===== src/rtl/keypad_scanner.sv =====
// keypad_scanner: 4x4 hex keypad (Pmod KYPD) scanner on the 1 kHz tick.
// Drives one active-low column per cycle, samples the active-low rows on
// the edge that ends each column period, debounces whole scans, rejects
// multi-key ghosts and shifts accepted digits into a 16-bit entry register.
// Build option: define KEYPAD_AUTOREPEAT_EN to re-issue the held key every
// REPEAT_SCANS scans; without it exactly one key_valid is issued per press.
module keypad_scanner #(
    parameter int unsigned DEBOUNCE_SCANS = 4,   // 1..15
    parameter int unsigned REPEAT_SCANS   = 125  // 1..255, auto-repeat only
) (
    input  logic        clk_1khz,
    input  logic        reset_n,
    input  logic [3:0]  row_n,
    input  logic        clear,
    output logic [3:0]  col_n,
    output logic [3:0]  key_code,
    output logic        key_valid,
    output logic        key_held,
    output logic [15:0] entry_value
);

    typedef enum logic [1:0] {
        ST_IDLE,
        ST_DEBOUNCE,
        ST_HELD,
        ST_REL_DB
    } state_t;

    localparam logic [3:0] DB_LIMIT = 4'(DEBOUNCE_SCANS);

    // Out-of-range parameters leave this marker block in the elaborated tree.
    if (DEBOUNCE_SCANS < 1 || DEBOUNCE_SCANS > 15 ||
        REPEAT_SCANS < 1 || REPEAT_SCANS > 255) begin : g_param_out_of_range
    end

    logic [1:0]  col_idx_q;
    logic [1:0]  acc_cnt_q;      // hit count so far, saturates at 2 (MULTI)
    logic [3:0]  acc_code_q;     // code of the first hit in scan order
    logic [1:0]  acc_cnt_d;
    logic [3:0]  acc_code_d;
    state_t      state_q;
    logic [3:0]  cand_q;
    logic [3:0]  cnt_q;
    logic [3:0]  key_code_q;
    logic        key_valid_q;
    logic        key_held_q;
    logic [15:0] entry_q;

    logic [3:0]  row_low;
    logic [2:0]  col_hits;
    logic [1:0]  first_row;
    logic [1:0]  base_cnt;
    logic [3:0]  base_code;
    logic [2:0]  sum_hits;
    logic        scan_done;
    logic        scan_none;
    logic        scan_single;
    logic        accept;
    logic        shift;
    logic [3:0]  shift_code;

`ifdef KEYPAD_AUTOREPEAT_EN
    localparam logic [7:0] RPT_LIMIT = 8'(REPEAT_SCANS);
    logic [7:0] rpt_cnt_q;
    logic       repeat_fire;
`endif

    // Keypad legend, row r / column c.
    function automatic logic [3:0] key_map(input logic [1:0] r, input logic [1:0] c);
        case ({r, c})
            4'b0000: key_map = 4'h1;
            4'b0001: key_map = 4'h2;
            4'b0010: key_map = 4'h3;
            4'b0011: key_map = 4'hA;
            4'b0100: key_map = 4'h4;
            4'b0101: key_map = 4'h5;
            4'b0110: key_map = 4'h6;
            4'b0111: key_map = 4'hB;
            4'b1000: key_map = 4'h7;
            4'b1001: key_map = 4'h8;
            4'b1010: key_map = 4'h9;
            4'b1011: key_map = 4'hC;
            4'b1100: key_map = 4'h0;
            4'b1101: key_map = 4'hF;
            4'b1110: key_map = 4'hE;
            default: key_map = 4'hD;
        endcase
    endfunction

    assign col_n       = ~(4'b0001 << col_idx_q);
    assign key_code    = key_code_q;
    assign key_valid   = key_valid_q;
    assign key_held    = key_held_q;
    assign entry_value = entry_q;

    // Fold the current column's row sample into the running scan result;
    // column 0 starts a fresh scan, column 3 completes it.
    always_comb begin
        row_low   = ~row_n;
        col_hits  = {2'b00, row_low[0]} + {2'b00, row_low[1]} +
                    {2'b00, row_low[2]} + {2'b00, row_low[3]};
        first_row = row_low[0] ? 2'd0 :
                    row_low[1] ? 2'd1 :
                    row_low[2] ? 2'd2 : 2'd3;
        base_cnt  = (col_idx_q == 2'd0) ? 2'd0 : acc_cnt_q;
        base_code = (col_idx_q == 2'd0) ? 4'h0 : acc_code_q;
        sum_hits  = {1'b0, base_cnt} + col_hits;
        acc_cnt_d = (sum_hits >= 3'd2) ? 2'd2 : sum_hits[1:0];
        acc_code_d = (base_cnt == 2'd0) ? key_map(first_row, col_idx_q) : base_code;
        scan_done   = (col_idx_q == 2'd3);
        scan_none   = (acc_cnt_d != 2'd1);   // MULTI counts as no key outside HELD
        scan_single = (acc_cnt_d == 2'd1);
    end

    // Accept decision for the scan being evaluated on this edge.
    always_comb begin
        accept = 1'b0;
        if (scan_done && scan_single) begin
            if (state_q == ST_IDLE && DB_LIMIT <= 4'd1)
                accept = 1'b1;
            else if (state_q == ST_DEBOUNCE && acc_code_d == cand_q &&
                     (cnt_q + 4'd1) >= DB_LIMIT)
                accept = 1'b1;
        end
    end

`ifdef KEYPAD_AUTOREPEAT_EN
    // A held key re-fires once its repeat counter reaches the limit.
    always_comb begin
        repeat_fire = scan_done && scan_single && (state_q == ST_HELD) &&
                      (acc_code_d == key_code_q) && ((rpt_cnt_q + 8'd1) == RPT_LIMIT);
        shift       = accept | repeat_fire;
        shift_code  = accept ? acc_code_d : key_code_q;
    end
`else
    // Only a debounced press produces a digit.
    always_comb begin
        shift      = accept;
        shift_code = acc_code_d;
    end
`endif

    // Column counter and scan accumulator.
    always_ff @(posedge clk_1khz or negedge reset_n) begin
        if (!reset_n) begin
            col_idx_q  <= '0;
            acc_cnt_q  <= '0;
            acc_code_q <= '0;
        end else begin
            col_idx_q  <= col_idx_q + 2'd1;
            acc_cnt_q  <= acc_cnt_d;
            acc_code_q <= acc_code_d;
        end
    end

    // Press/release debounce FSM, stepping only on scan-evaluation edges.
    always_ff @(posedge clk_1khz or negedge reset_n) begin
        if (!reset_n) begin
            state_q    <= ST_IDLE;
            cand_q     <= '0;
            cnt_q      <= '0;
            key_held_q <= 1'b0;
`ifdef KEYPAD_AUTOREPEAT_EN
            rpt_cnt_q  <= '0;
`endif
        end else if (scan_done) begin
            case (state_q)
                ST_IDLE: begin
                    if (scan_single) begin
                        cand_q <= acc_code_d;
                        cnt_q  <= 4'd1;
                        if (accept) begin
                            state_q    <= ST_HELD;
                            key_held_q <= 1'b1;
`ifdef KEYPAD_AUTOREPEAT_EN
                            rpt_cnt_q  <= '0;
`endif
                        end else begin
                            state_q <= ST_DEBOUNCE;
                        end
                    end
                end
                ST_DEBOUNCE: begin
                    if (accept) begin
                        state_q    <= ST_HELD;
                        key_held_q <= 1'b1;
`ifdef KEYPAD_AUTOREPEAT_EN
                        rpt_cnt_q  <= '0;
`endif
                    end else if (scan_single && acc_code_d == cand_q) begin
                        cnt_q <= cnt_q + 4'd1;
                    end else if (scan_single) begin
                        cand_q <= acc_code_d;
                        cnt_q  <= 4'd1;
                    end else begin
                        state_q <= ST_IDLE;
                    end
                end
                ST_HELD: begin
                    if (acc_cnt_d == 2'd0) begin
                        cnt_q <= 4'd1;
                        if (DB_LIMIT <= 4'd1) begin
                            state_q    <= ST_IDLE;
                            key_held_q <= 1'b0;
                        end else begin
                            state_q <= ST_REL_DB;
                        end
                    end
`ifdef KEYPAD_AUTOREPEAT_EN
                    if (scan_single && acc_code_d == key_code_q && !repeat_fire)
                        rpt_cnt_q <= rpt_cnt_q + 8'd1;
                    else
                        rpt_cnt_q <= '0;
`endif
                end
                default: begin // ST_REL_DB
                    if (acc_cnt_d == 2'd0) begin
                        if ((cnt_q + 4'd1) >= DB_LIMIT) begin
                            state_q    <= ST_IDLE;
                            key_held_q <= 1'b0;
                        end else begin
                            cnt_q <= cnt_q + 4'd1;
                        end
                    end else begin
                        state_q <= ST_HELD;
`ifdef KEYPAD_AUTOREPEAT_EN
                        rpt_cnt_q <= '0;
`endif
                    end
                end
            endcase
        end
    end

    // Registered key outputs and entry shift register; clear wins over a shift.
    always_ff @(posedge clk_1khz or negedge reset_n) begin
        if (!reset_n) begin
            key_code_q  <= '0;
            key_valid_q <= 1'b0;
            entry_q     <= '0;
        end else begin
            key_valid_q <= shift;
            if (shift)
                key_code_q <= shift_code;
            if (clear)
                entry_q <= '0;
            else if (shift)
                entry_q <= {entry_q[11:0], shift_code};
        end
    end

    // scan_none is kept for readability of the scan result decode.
    logic unused_ok;
    assign unused_ok = scan_none;

endmodule

===== config.mk =====
export PLATFORM = sky130hd
export DESIGN_NAME = keypad_scanner
export DESIGN_NICKNAME = d
export VERILOG_FILES = /design/src/rtl/keypad_scanner.sv
export SDC_FILE = /design/constraint.sdc
export NUM_CORES = 1
export LEC_CHECK = 0
export CORE_MARGIN = 10
export CORE_UTILIZATION = 54
export CTS_CLUSTER_SIZE = 25
export DETAILED_ROUTE_END_ITERATION = 10
export PLACE_DENSITY = 0.79
export REMOVE_ABC_BUFFERS = 1
export SLEW_MARGIN = 20
export SYNTH_ARGS = -nofsm -noshare
export SYNTH_HDL_FRONTEND = slang
export SYNTH_SLANG_ARGS = --single-unit

===== constraint.sdc =====
create_clock -name clk_1khz -period 6.7 [get_ports clk_1khz]
set_clock_uncertainty 0.2 [all_clocks]
set_input_delay 2.01 -clock clk_1khz [delete_from_list [all_inputs] [get_ports clk_1khz]]
set_output_delay 2.01 -clock clk_1khz [all_outputs]
set_load 0.1 [all_outputs]

Word-level counts from Yosys, hierarchy flattened
Memory sizes are Yosys's and may differ from the RTL's. Index checks and enable logic that the tools add are counted.

Output and inout port bits: 26. Bits in writable memories: 0. Memories: 1. Bits in latches: 0. Flip-flop bits (word level): 40. Input bits: 7. Memory bits (read-only): 64. Logic and storage cells: 88.

Eq/ne operators: 13. Magnitude comparators: 2. Bitwise operators: 3. Reduce and logical (&&, ||, !) cells: 16. Multiplexer cells: 36. Add/subtract/negate cells: 6. Multipliers: 0. Shift operators: 1. Div/mod/pow operators: 0.

Memories: (name not given) (depth 16, width 4, read ports 1, clocked after memory_dff 0, write ports 0, line 70) `case ({r, c})`.

Operators by type and width (number): 4-bit two-way mux (11); 16-bit two-way mux (2); 2-bit two-way mux (12); 4-bit one-hot mux with 3 select lines (1); 5-bit AND reduction (2); 2-bit logical NOT (4); 2-bit inequality test, second input constant (4); 4-bit inverter (2); 4-bit one-hot mux with 2 select lines (1); 1-bit two-way mux (7); 3-bit inequality test, second input constant (2); 2-bit one-hot mux with 3 select lines (1); 6-bit AND reduction (1); 3-bit nonzero test (2); 5-bit by 4-bit inequality test with 1-bit output, second input constant (1); 4-bit by 1-bit adder with 4-bit output, second input constant (1); 2-bit by 1-bit equality test with 1-bit output, second input constant (2); 2-bit equality test, second input constant (2); 4-bit equality test (1); 4-bit by 3-bit greater-or-equal comparator with 1-bit output, second input constant (1); 1-bit logical AND (4); 4-bit by 3-bit inequality test with 1-bit output, second input constant (1); 4-bit AND reduction (1); 2-bit nonzero test (2); 9 further kinds (9).

Longest topological paths before layout
Gate-level depths: netlist (run 1). An unclocked memory read counts as a cell.

Depth in word-level cells: 14. Depth in mapped cells: 12. Gate-level depth less buffers: 11.

Least setup slack after synthesis (run 1)
No wires, ideal clock.

Kind: input -> register. Start point: in row_n[0]. End point: reg key_code_q[1], in the netlist key_code[1]. Buffers on the path: 2. Stages on the path: 12. Arrival time: 5252 ps. Setup slack: 1120 ps. Required time: 6372 ps. Setup time: 128 ps. Cells stage by stage: buf_2 > inv_2 > fa_1 > fa_1 > fa_1 > nor2_1 > nand2_1 > nor2_1 > nand3_1 > nor4b_4 > buf_6 > mux2_1.

Longest elaborated chain between the ends: 10. Elaborated cells between the ends (all ways): 17. Those cells by class: add/sub (4); order compare (1); eq/ne (2); mux (5); bitwise (1); reduce/logical (3); memory (1).

Ends and longest elaborated chain: start, declared (line 13) `input logic [3:0] row_n,`; 4-bit inverter (*) (line 99) `row_low = ~row_n;`; 1-bit by 1-bit adder with 2-bit output (line 100) `col_hits = {2'b00, row_low[0]} + {2'b00, row_low[1]} +`; 2-bit by 1-bit adder with 3-bit output (line 100); 3-bit by 1-bit adder with 3-bit output (line 101) `{2'b00, row_low[2]} + {2'b00, row_low[3]};`; 2-bit by 3-bit adder with 3-bit output (line 107) `sum_hits = {1'b0, base_cnt} + col_hits;`; 3-bit by 2-bit greater-or-equal comparator with 1-bit output (line 108) `acc_cnt_d = (sum_hits >= 3'd2) ? 2'd2 : sum_hits[1:0];`; 2-bit two-way mux (line 108); 2-bit by 1-bit equality test with 1-bit output (line 112) `scan_single = (acc_cnt_d == 2'd1);`; 1-bit logical AND (line 118) `if (scan_done && scan_single) begin`; 1-bit two-way mux (line 118); end signal, assigned (line 244) `key_code_q <= shift_code;`; end, declared (line 44) `logic [3:0] key_code_q;`.

Every way passes the cells marked *; elsewhere a longest branch is shown, timed or not. A chain may end at the register's enable or synchronous reset.

Worst setup path in the final report (run 1)
Start point: in row_n[0]. End point: reg entry_q[9], in the netlist entry_value[9].

Longest elaborated chain between the ends: 11. Elaborated cells between the ends (all ways): 18. Those cells by class: add/sub (4); order compare (1); eq/ne (2); mux (5); bitwise (1); reduce/logical (4); memory (1).

Ends and longest elaborated chain: 4-bit inverter (*) (line 99); 1-bit by 1-bit adder with 2-bit output (line 100); 2-bit by 1-bit adder with 3-bit output (line 100); 3-bit by 1-bit adder with 3-bit output (line 101); 2-bit by 3-bit adder with 3-bit output (line 107); 3-bit by 2-bit greater-or-equal comparator with 1-bit output (line 108); 2-bit two-way mux (line 108); 2-bit by 1-bit equality test with 1-bit output (line 112); 1-bit logical AND (line 118); 1-bit two-way mux (*) (line 118); 2-bit nonzero test (no line) (*); end signal, assigned (line 248) `entry_q <= {entry_q[11:0], shift_code};`; end, declared (line 47) `logic [15:0] entry_q;`.

Marked as above.

==> run metrics, run 1 <==
layout cell share with drive strength beyond 1 6.86%; warnings from Yosys 0; Initial Util roughly 57%; Final ANT Viol Nets 0; CP dominant cell by count fa_1; fin area 2810 um2; number of vias per cell between 5 and 6; most common cell after layout, fill and taps aside dfrtp_1; IO Port Bufs 32; largest net degree at the start of global routing 41; worst vdd ir 0.000125 V; WP buf/inv 3; min-delay worst type reg -> reg; Slew Viols, Final 0; Final Hold Fails 0; Avg Inst Size Synth 9.80 um2; most frequent cells in the layout 40 x dfrtp_1, 31 x clkdlybuf4s50_1, 22 x nand2b_1; EDFF count, synth 0; initial antenna violation count 0; DRC 0; Primary FF master, synth dfrtp_1; Distinct cells, synth 50; worst setup margin ~0.75 ns; # IOs 33; CP Capture Type flip-flop; Setup Viol. Count Final 0; hold depth 1; CP cell instances clkdlybuf4s50_1, inv_2, fa_1, fa_1, fa_1, nor2_1, nand2_1, nor2_1, nand3_1, nor4b_4, buf_4, mux2i_1; Seq cells post-synth 40; largest stage delay on the critical path between 0.6 and 0.7 ns; non-filler cells, final 327; Area growth syn-to-layout 19.5%; chip width 86 um; core area 4120 um2; Setup Crit Path Kind in -> reg; Post-Place Cells approximately 320; slowest cell on the critical path clkdlybuf4s50_1; global-route wire length before repair approximately 9.1 mm; Max Cap Viol 0; diodes inserted 0; die footprint 7400 um2; Async S/R FF share, synth 100%; Total GRT Usage 14.8%; Setup WS pre-CTS 0.455 ns; Root Buffer clkbuf_8; power density over cell area 228 nW/um2; # nets final 294; Worst-Margin Slew 0.994 ns; r2r setup slk 2.85 ns; Slew Limit Headroom 33.5%; crit path DAT 5.97 ns; Worst-path clk slew 0.08 ns; Clk pwr share 26.0%; Net Sw Frac 34.3%; total wire length 5.23 mm; worst r2r path cells 12; CTS Buf Count 5; RSZ-0062 raised after global routing false; post-layout min period between 5 and 6 ns; Post-CTS Setup Bufs 0; grt ovf 0; Crit path required time 6.71 ns; combinational power share around 28%; LEAKAGE 1.17 nW; Fin Setup TNS 0 ns; r2r startpoint col_idx_q[0]; Syn Std Cell Area 2350 um2; number of global-route vias before repair 1833; DR iter-0 viols ~190; Final Cycle Share between 80 and 90%; wire per inst ~16 um; via count 1873; Max Fanout on Critical Path 10; status complete, no violations; Cell Area, Placed 2720 um2; CTS Buffer Depth 2; max frequency 168 MHz; Final HPWL DP 3.84 mm; internal power between 0.4 and 0.5 mW; HP Start key_code[0]; CTS tree built; Clock Latency Late Sink 0.30 ns; CP top delay family adder cells; sequential power share 46.2%; Worst setup SP type primary input; H-tree depth 2; Hold Path End key_code[0]; Seq/Total Area, Yosys 42.6%; Filler Cell Count around 330; NetSw 0.220 mW; gp weighted congestion a little under 0.9; Die Height 86 um; FP Rows 23; Critical R2R Capture entry_value[9]; TritonCTS Sinks 40; Pre-Repair DR Iteration Count 4; post-cts repair resize count 0; Cells after Synth 240; hold buffer count at CTS 0
[flip-flops by register name, summed over array words and instances (netlist names)]
register and cells:
key_code 4, state_q 2, cnt_q 4, col_idx_q 2, entry_value 16, cand_q 4
acc_code_q 4, key_valid 1, acc_cnt_q 2, key_held 1
[final cells by class]
class	count	area, um2	area share (%)
Clock buffer	7	86.3	3.07
Clock inverter	1	7.51	0.267
Tap cell	50	62.6	2.23
Timing Repair Buffer	37	353	12.6
Sequential cell	40	1000	35.6
Multi-Input combinational cell	174	1230	43.9
Inverter	18	67.6	2.40
[synthesized netlist by cell type, types with 2 or more instances]
library cell	instances	area, um2
nor4_1	2	12.5
a311oi_1	2	17.5
nand2b_1	22	138
mux2i_1	17	170
buf_2	2	10.0
buf_6	2	22.5
nand2_1	15	56.3
xor2_1	2	17.5
o32ai_1	3	26.3
nand4b_1	3	26.3
ha_1	8	100
a221oi_1	2	17.5
nor3_1	7	35.0
a31oi_1	5	31.3
or3_1	3	18.8
fa_1	3	60.1
o21ai_0	10	50.1
o21a_1	2	15.0
clkbuf_1	3	11.3
nor2_1	17	63.8
nand4_1	3	18.8
inv_1	17	63.8
nor2b_1	6	37.5
nand3_1	5	25.0
mux2_1	4	45.0
a21oi_1	11	55.1
and2_1	2	12.5
dfrtp_1	40	1000
[worst max path at each step]
stage | start | endpoint | slack [ns] | cells past startpoint
CTS | row_n[0] | entry_value[9] | 0.75 | 12
global placement | row_n[0] | entry_value[2] | 0.55 | 12
global route | row_n[0] | entry_value[3] | 0.51 | 12
floorplan | row_n[0] | key_code[0] | 0.70 | 10
detailed placement | row_n[0] | entry_value[9] | 0.45 | 12
finish | row_n[0] | entry_value[9] | 0.75 | 12
[worst reg2reg max path: stages, from the launching register on]
cell,delay [ns]
dfrtp_1,0.43
inv_1,0.16
ha_1,0.26
nor2b_1,0.09
fa_1,0.38
fa_1,0.47
nor2_1,0.20
nand2_1,0.17
nor2_1,0.17
nand3_1,0.18
nor4b_4,0.62
buf_4,0.25
mux2i_1,0.21
[per-layer routing]
| layer | track usage (%) | vias to the layer above | wire length, um |
|---|---|---|---|
| met2 | 22.2 | 58 | 2350 |
| li1 | - | 919 | - |
| met4 | 4.49 | 0 | 57 |
| met3 | 5.49 | 6 | 436 |
| met1 | 19.4 | 890 | 2390 |
| met5 | 0 | - | 0 |
[through the flow]
stage / power [mW] / hold slack, ns / utilization (%)
CTS: 0.641 / 0.291 / 68.3
finish: 0.641 / 0.285 / 68.3
detailed placement: 0.476 / 0.275 / 66.0
global placement: 0.470 / 0.274 / 66.0
global route: 0.682 / 0.308 / 68.3
floorplan: 0.426 / 0.292 / -
[kinds of logic (layout without fill, tap and decap cells)]
logic type                 count (synthesis)  count (layout)  share of synthesized area, %
AOI/OAI and AO/OA                         48              48                          13.7
xor gates and xnor gates                   2               2                         0.745
adders and majority gates                 11              11                          6.81
buffers and inverters                     26              63                          5.05
DFF                                       40              40                          42.6
muxes                                     22              22                          9.63
and+or+nand+nor                           91              91                          21.5
[power by group through the flow]
stage	Clock (mW)	Sequential [mW]	Combinational (mW)
2_1_floorplan	0	0.291	0.135
3_3_place_gp	0	0.299	0.170
3_5_place_dp	0	0.300	0.175
4_1_cts	0.169	0.295	0.177
5_1_grt	0.182	0.301	0.200
6_report	0.167	0.296	0.178
Note: power is estimated with default switching activity, not from simulation.
==> run 2: changes to the inputs <==
--- a/config.mk
+++ b/config.mk
@@ -5,11 +5,13 @@
 export SDC_FILE = /design/constraint.sdc
 export NUM_CORES = 1
 export LEC_CHECK = 0
+export CORE_ASPECT_RATIO = 0.6
 export CORE_MARGIN = 10
 export CORE_UTILIZATION = 54
 export CTS_CLUSTER_SIZE = 25
 export DETAILED_ROUTE_END_ITERATION = 10
 export PLACE_DENSITY = 0.79
+export RECOVER_POWER = 50
 export REMOVE_ABC_BUFFERS = 1
 export SLEW_MARGIN = 20
 export SYNTH_ARGS = -nofsm -noshare
==> run 2 against run 1 <==
Compared with the run above:
- the run now ends with capacitance limit, slew limit left
- sequential cell count unchanged
- via count up 3.5%
- core utilization down 0.56 points
- clock power about the same
- critical path depth unchanged
- register-to-register slack about the same
- count of clock-buffer cells in the layout unchanged
- power up 0.63%
- cell count up 2.4%
- combinational power about the same
- sequential share of layout area about the same
- worst hold slack better by 0.014 ns
- critical endpoint is now key_code[2]
==> run metrics, run 2 (synthesized netlist as in run 1, its figures left out) <==
status finished with violations (was complete, no violations); failing checks capacitance limit, slew limit; IO Port Bufs 32 (unchanged); FP Rows 18 (was 23); Total GRT Usage 14.1% (was 14.8%); Final ANT Viol Nets 0 (unchanged); Setup WS pre-CTS 0.511 ns (was 0.455 ns); chip width 105 um (was 86 um); TritonCTS Sinks 40 (unchanged); CTS Buffer Depth 2 (unchanged); CP dominant cell by count fa_1 (unchanged); layout cell share with drive strength beyond 1 5.82% (was 6.86%); r2r startpoint col_idx_q[0] (unchanged); sequential power share 46.4% (was 46.2%); power density over cell area 230 nW/um2 (was 228 nW/um2); Largest register FFs 16 (unchanged); hold depth 1 (unchanged); number of vias per cell 5.79 (was 5.73); NetSw 0.224 mW (was 0.220 mW); Slew Limit Headroom -38.3% (was 33.5%); CP Capture Type flip-flop (unchanged); internal power 0.420 mW (was 0.421 mW); Pre-Repair DR Iteration Count 5 (was 4); Die Height 71.1 um (was 86 um); Clk pwr share 25.8% (was 26.0%); post-cts repair resize count 0 (unchanged); total wire length 5.31 mm (was 5.23 mm); Slew Viols, Final 41 (was 0); Setup Viol. Count Final 0 (unchanged); max frequency 168 MHz (about the same); worst vdd ir 0.000110 V (was 0.000125 V); RSZ-0062 raised after global routing false (unchanged); largest stage delay on the critical path 0.72 ns (was 0.65 ns); Filler Cell Count 339 (was 329); wire per inst 15.8 um (was 16.0 um); Max Fanout on Critical Path 18 (was 10); die footprint 7480 um2 (was 7400 um2); DR iter-0 viols 186 (was 189); Worst-Margin Slew 2.07 ns (was 0.994 ns); worst setup margin 0.733 ns (was 0.749 ns); Net Sw Frac 34.8% (was 34.3%); Final HPWL DP 4.01 mm (was 3.84 mm); Setup Crit Path Kind in -> reg (unchanged); CTS tree built (unchanged); H-tree depth 2 (unchanged); combinational power share 27.8% (was 27.7%); Hold Path End key_code[0] (unchanged); Critical R2R Capture key_code[2] (was entry_value[9]); via count 1939 (was 1873); grt ovf 0 (unchanged); worst r2r path cells 12 (unchanged); global-route wire length before repair 8.98 mm (was 9.06 mm); hold buffer count at CTS 0 (unchanged); Worst-path clk slew 0.07 ns (was 0.08 ns); r2r setup slk 2.84 ns (was 2.85 ns); post-layout min period 5.97 ns (was 5.95 ns); # nets final 292 (was 294); Final Hold Fails 0 (unchanged); gp weighted congestion 0.871 (was 0.868); crit path DAT 5.93 ns (was 5.97 ns); largest net degree at the start of global routing 41 (unchanged); CP cell instances dlygate4sd3_1, inv_2, fa_1, fa_1, fa_1, nor2_1, nand2_1, nor2_1, nand3_1, nor4b_4, buf_4, mux2_1 (was clkdlybuf4s50_1, inv_2, fa_1, fa_1, fa_1, nor2_1, nand2_1, nor2_1, nand3_1, nor4b_4, buf_4, mux2i_1); Fin Setup TNS 0 ns (unchanged); CTS Buf Count 5 (unchanged); Root Buffer clkbuf_8 (unchanged); DRC 0 (unchanged); min-delay worst type reg -> reg (unchanged); slowest cell on the critical path dlygate4sd3_1 (was clkdlybuf4s50_1); Final Cycle Share 89.1% (was 88.8%); LEAKAGE 1.19 nW (was 1.17 nW); core area 4140 um2 (was 4120 um2); diodes inserted 0 (unchanged); most frequent cells in the layout 40 x dfrtp_1, 22 x nand2b_1, 22 x clkdlybuf4s50_1 (was 40 x dfrtp_1, 31 x clkdlybuf4s50_1, 22 x nand2b_1); Clock Latency Late Sink 0.28 ns (was 0.30 ns); Area growth syn-to-layout 19.3% (was 19.5%); Initial Util 56.8% (was 57.2%); HP Start key_code[0] (unchanged); Worst setup SP type primary input (unchanged); initial antenna violation count 0 (unchanged); most common cell after layout, fill and taps aside dfrtp_1 (unchanged); number of global-route vias before repair 1849 (was 1833); # IOs 33 (unchanged); Crit path required time 6.66 ns (was 6.71 ns); Post-CTS Setup Bufs 0 (unchanged); Max Cap Viol 1 (was 0)
run 2: how the worst max path moves through the flow:
stage | to | from
final | key_code[2] | row_n[0]
after floorplan | key_code[0] | row_n[0]
after global placement | key_code[2] | row_n[0]
after detailed placement | entry_value[8] | row_n[0]
after CTS | key_code[2] | row_n[0]
after global routing | entry_value[8] | row_n[0]
run 2: power groups by stage:
stage	Sequential [mW]	Clock [mW]	Combinational (mW)
floorplan	0.291	0	0.135
global placement	0.301	0	0.171
finish	0.299	0.167	0.179
CTS	0.297	0.167	0.178
detailed placement	0.301	0	0.176
global route	0.302	0.181	0.200
run 2: per-stage QoR:
stage	instance area, um2	hold WS [ns]	std cells	power (mW)	utilization, %
6_report	2810	0.299	335	0.645	67.7
3_3_place_gp	2710	0.281	327	0.472	65.5
2_1_floorplan	2300	0.292	232	0.426	-
3_5_place_dp	2710	0.275	327	0.478	65.5
4_1_cts	2810	0.301	335	0.641	67.8
5_1_grt	2810	0.344	335	0.682	67.7
run 2: routing by layer:
metal,global-route usage [%],part of all wire [%]
met5,0,0
met1,19.7,46
met4,1.52,0.36
met3,5.61,11
met2,20.6,43
run 2: layout make-up:
| type | count | area [um2] | area share (%) |
|---|---|---|---|
| clock buffer | 7 | 86.3 | 3.08 |
| multi-input combinational | 174 | 1230 | 43.9 |
| inverter | 18 | 67.6 | 2.41 |
| timing repair buffer | 35 | 337 | 12.0 |
| sequential | 40 | 1000 | 35.7 |
| clock inverter | 1 | 7.51 | 0.267 |
| tap | 60 | 75.1 | 2.67 |
run 2: worst max-delay path, delay by kind of cell:
kind | cells | cell delay (ns)
simple gates | 5 | 1.01
fa+ha+maj | 3 | 1.39
mux | 1 | 0.36
buf+inv | 3 | 1.16
==> run 3: changes to the inputs <==
--- a/config.mk
+++ b/config.mk
@@ -7,10 +7,10 @@
 export LEC_CHECK = 0
 export CORE_ASPECT_RATIO = 0.6
 export CORE_MARGIN = 10
-export CORE_UTILIZATION = 54
+export CORE_UTILIZATION = 55
 export CTS_CLUSTER_SIZE = 25
 export DETAILED_ROUTE_END_ITERATION = 10
-export PLACE_DENSITY = 0.79
+export PLACE_DENSITY = 0.8
 export RECOVER_POWER = 50
 export REMOVE_ABC_BUFFERS = 1
 export SLEW_MARGIN = 20
==> run 3 against run 2 <==
Compared with the run above:
- the flow still finishes with violations (capacitance limit, slew limit)
- register-to-register slack got worse by 0.04 ns
- via count decreased by 2.1%
- first-iteration DRC count shrank 2.7%
- worst hold slack gained 0.0031 ns
- die area shrank 1.4%
- critical endpoint is now key_code[3]
- non-clock buffer count did not move
- critical path depth unchanged
- power decreased by 1.8%
- combinational power about the same
- clock power down 7%
==> run metrics, run 3 (synthesized netlist as in run 1, its figures left out) <==
LEAKAGE 1.19 nW (about the same); global-route wire length before repair 9.14 mm (was 8.98 mm); Worst-Margin Slew 2.10 ns (was 2.07 ns); layout cell share with drive strength beyond 1 5.84% (was 5.82%); multi-input gate area in the final layout 1230 um2 (unchanged); most common cell after layout, fill and taps aside dfrtp_1 (unchanged); Final Cycle Share 90.2% (was 89.1%); hold buffer count at CTS 0 (unchanged); CTS tree built (unchanged); Crit path required time 6.67 ns (was 6.66 ns); CTS Buf Count 5 (unchanged); most frequent cells in the layout 40 x dfrtp_1, 22 x nand2b_1, 22 x clkdlybuf4s50_1 (unchanged); grt met1 use 21.5% (was 19.7%); gp weighted congestion 0.900 (was 0.871); number of vias per cell 5.68 (was 5.79); min-delay worst type reg -> reg (unchanged); CP cell instances dlygate4sd3_1, inv_2, fa_1, fa_1, fa_1, nor2_1, nand2_1, nor2_1, nand3_1, nor4b_4, buf_12, mux2_1 (was dlygate4sd3_1, inv_2, fa_1, fa_1, fa_1, nor2_1, nand2_1, nor2_1, nand3_1, nor4b_4, buf_4, mux2_1); grt ovf 0 (unchanged); CP dominant cell by count fa_1 (unchanged); Post-Place Cells 327 (unchanged); DRC 0 (unchanged); chip width 104 um (was 105 um); non-filler cells, final 334 (was 335); initial antenna violation count 0 (unchanged); Worst setup SP type primary input (unchanged); largest net degree at the start of global routing 41 (unchanged); Pre-Repair DR Iteration Count 6 (was 5); Filler Cell Count 334 (was 339); H-tree depth 2 (unchanged); Die Height 70.7 um (was 71.1 um); Max Fanout on Critical Path 18 (unchanged); core area 4120 um2 (was 4140 um2); Area growth syn-to-layout 19.3% (unchanged); Slew Viols, Final 41 (unchanged); final design utilization 68.1% (was 67.7%); post-cts repair resize count 0 (unchanged); Total Power 0.633 mW (was 0.645 mW); post-layout min period 6.04 ns (was 5.97 ns); max frequency 166 MHz (was 168 MHz); FF+latch area 1000 um2 (unchanged); HP Start key_code[3] (was key_code[0]); Clock Latency Late Sink 0.29 ns (was 0.28 ns); slowest cell on the critical path dlygate4sd3_1 (unchanged); IO Port Bufs 32 (unchanged); CP startpoint row_n[0] (unchanged); Final Hold Fails 0 (unchanged); CP Capture Type flip-flop (unchanged); wire per inst 16.0 um (was 15.8 um); Setup Viol. Count Final 0 (unchanged); Setup Crit Path Kind in -> reg (unchanged); Max Cap Viol 1 (unchanged); diodes inserted 0 (unchanged); via count 1898 (was 1939); met3 Use GR 5.88% (was 5.61%); # IOs 33 (unchanged); routing usage on met2 19.7% (was 20.6%); crit path DAT 6.02 ns (was 5.93 ns); Root Buffer clkbuf_8 (unchanged); status finished with violations (unchanged); Largest register FFs 16 (unchanged); Fin Setup TNS 0 ns (unchanged); GR peak layer met1 (was met2); die footprint 7380 um2 (was 7480 um2); Initial Util 57.1% (was 56.8%); worst vdd ir 0.000119 V (was 0.000110 V); TritonCTS Sinks 40 (unchanged); RSZ-0062 raised after global routing false (unchanged); Worst-path clk slew 0.07 ns (about the same); r2r startpoint col_idx_q[0] (unchanged); Slew Limit Headroom -40.0% (was -38.3%); WP buf/inv 3 (unchanged); Final HPWL DP 4.06 mm (was 4.01 mm); power density over cell area 226 nW/um2 (was 230 nW/um2); CP top delay family adder cells (unchanged); # nets final 292 (unchanged); Final ANT Viol Nets 0 (unchanged); Total GRT Usage 14.9% (was 14.1%); number of global-route vias before repair 1797 (was 1849); FP Rows 18 (unchanged); CTS Buffer Depth 2 (unchanged); failing checks capacitance limit, slew limit (unchanged); Post-CTS Setup Bufs 0 (unchanged); total wire length 5.35 mm (was 5.31 mm); DR iter-0 viols 181 (was 186); largest stage delay on the critical path 0.72 ns (about the same)
==> run 3: worst reg2reg max path, stage by stage, from the launching register on <==
cell     delay [ns]
dfrtp_1        0.45
inv_1          0.17
ha_1           0.25
nor2b_1        0.09
fa_1           0.40
fa_1           0.48
nor2_1         0.20
nand2_1        0.21
nor2_1         0.18
nand3_1        0.17
nor4b_4        0.41
buf_12         0.23
mux2_1         0.33
==> run 3: final cells by class <==
| cell class | instances | share of cell area (%) |
|---|---|---|
| clock buffers | 5 | 2.45 |
| inverters | 18 | 2.41 |
| well taps | 60 | 2.67 |
| flip-flops and latches | 40 | 35.7 |
| clock inverters | 2 | 0.446 |
| multi-input cells | 174 | 43.9 |
| repair buffers | 35 | 12.4 |
==> run 3: final timing paths <==
path	end	slack [ns]	cells past startpoint
setup reg to reg	key_code[3]	2.80	12
min in group asynchronous	entry_value[1]	2.12	1
hold reg to reg	key_code[3]	0.30	1
max in group asynchronous	acc_code_q[3]	2.99	1
setup / recovery	key_code[3]	0.66	12
hold / removal	key_code[3]	0.30	1
==> run 3: layer usage <==
| metal | part of all wire [%] | routed length, um |
|---|---|---|
| met5 | 0 | 0 |
| met4 | 0.73 | 39 |
| met3 | 9.8 | 522 |
| met2 | 39 | 2080 |
| met1 | 51 | 2710 |
==> run 3: power breakdown <==
part           switching (mW)  total, mW  internal [mW]  leakage (nW)
logic                   0.107      0.182         0.0747         0.615
registers              0.0323      0.296          0.263         0.533
clock network          0.0848      0.155         0.0705        0.0400
total                   0.224      0.633          0.409          1.19
==> run 3: per-stage QoR <==
stage	hold slack, ns	instance area [um2]	worst slack [ns]
after floorplan	0.292	2300	0.700
after global placement	0.282	2730	0.605
after detailed placement	0.280	2730	0.499
after CTS	0.309	2810	0.769
after global routing	0.323	2810	0.412
final	0.302	2810	0.659
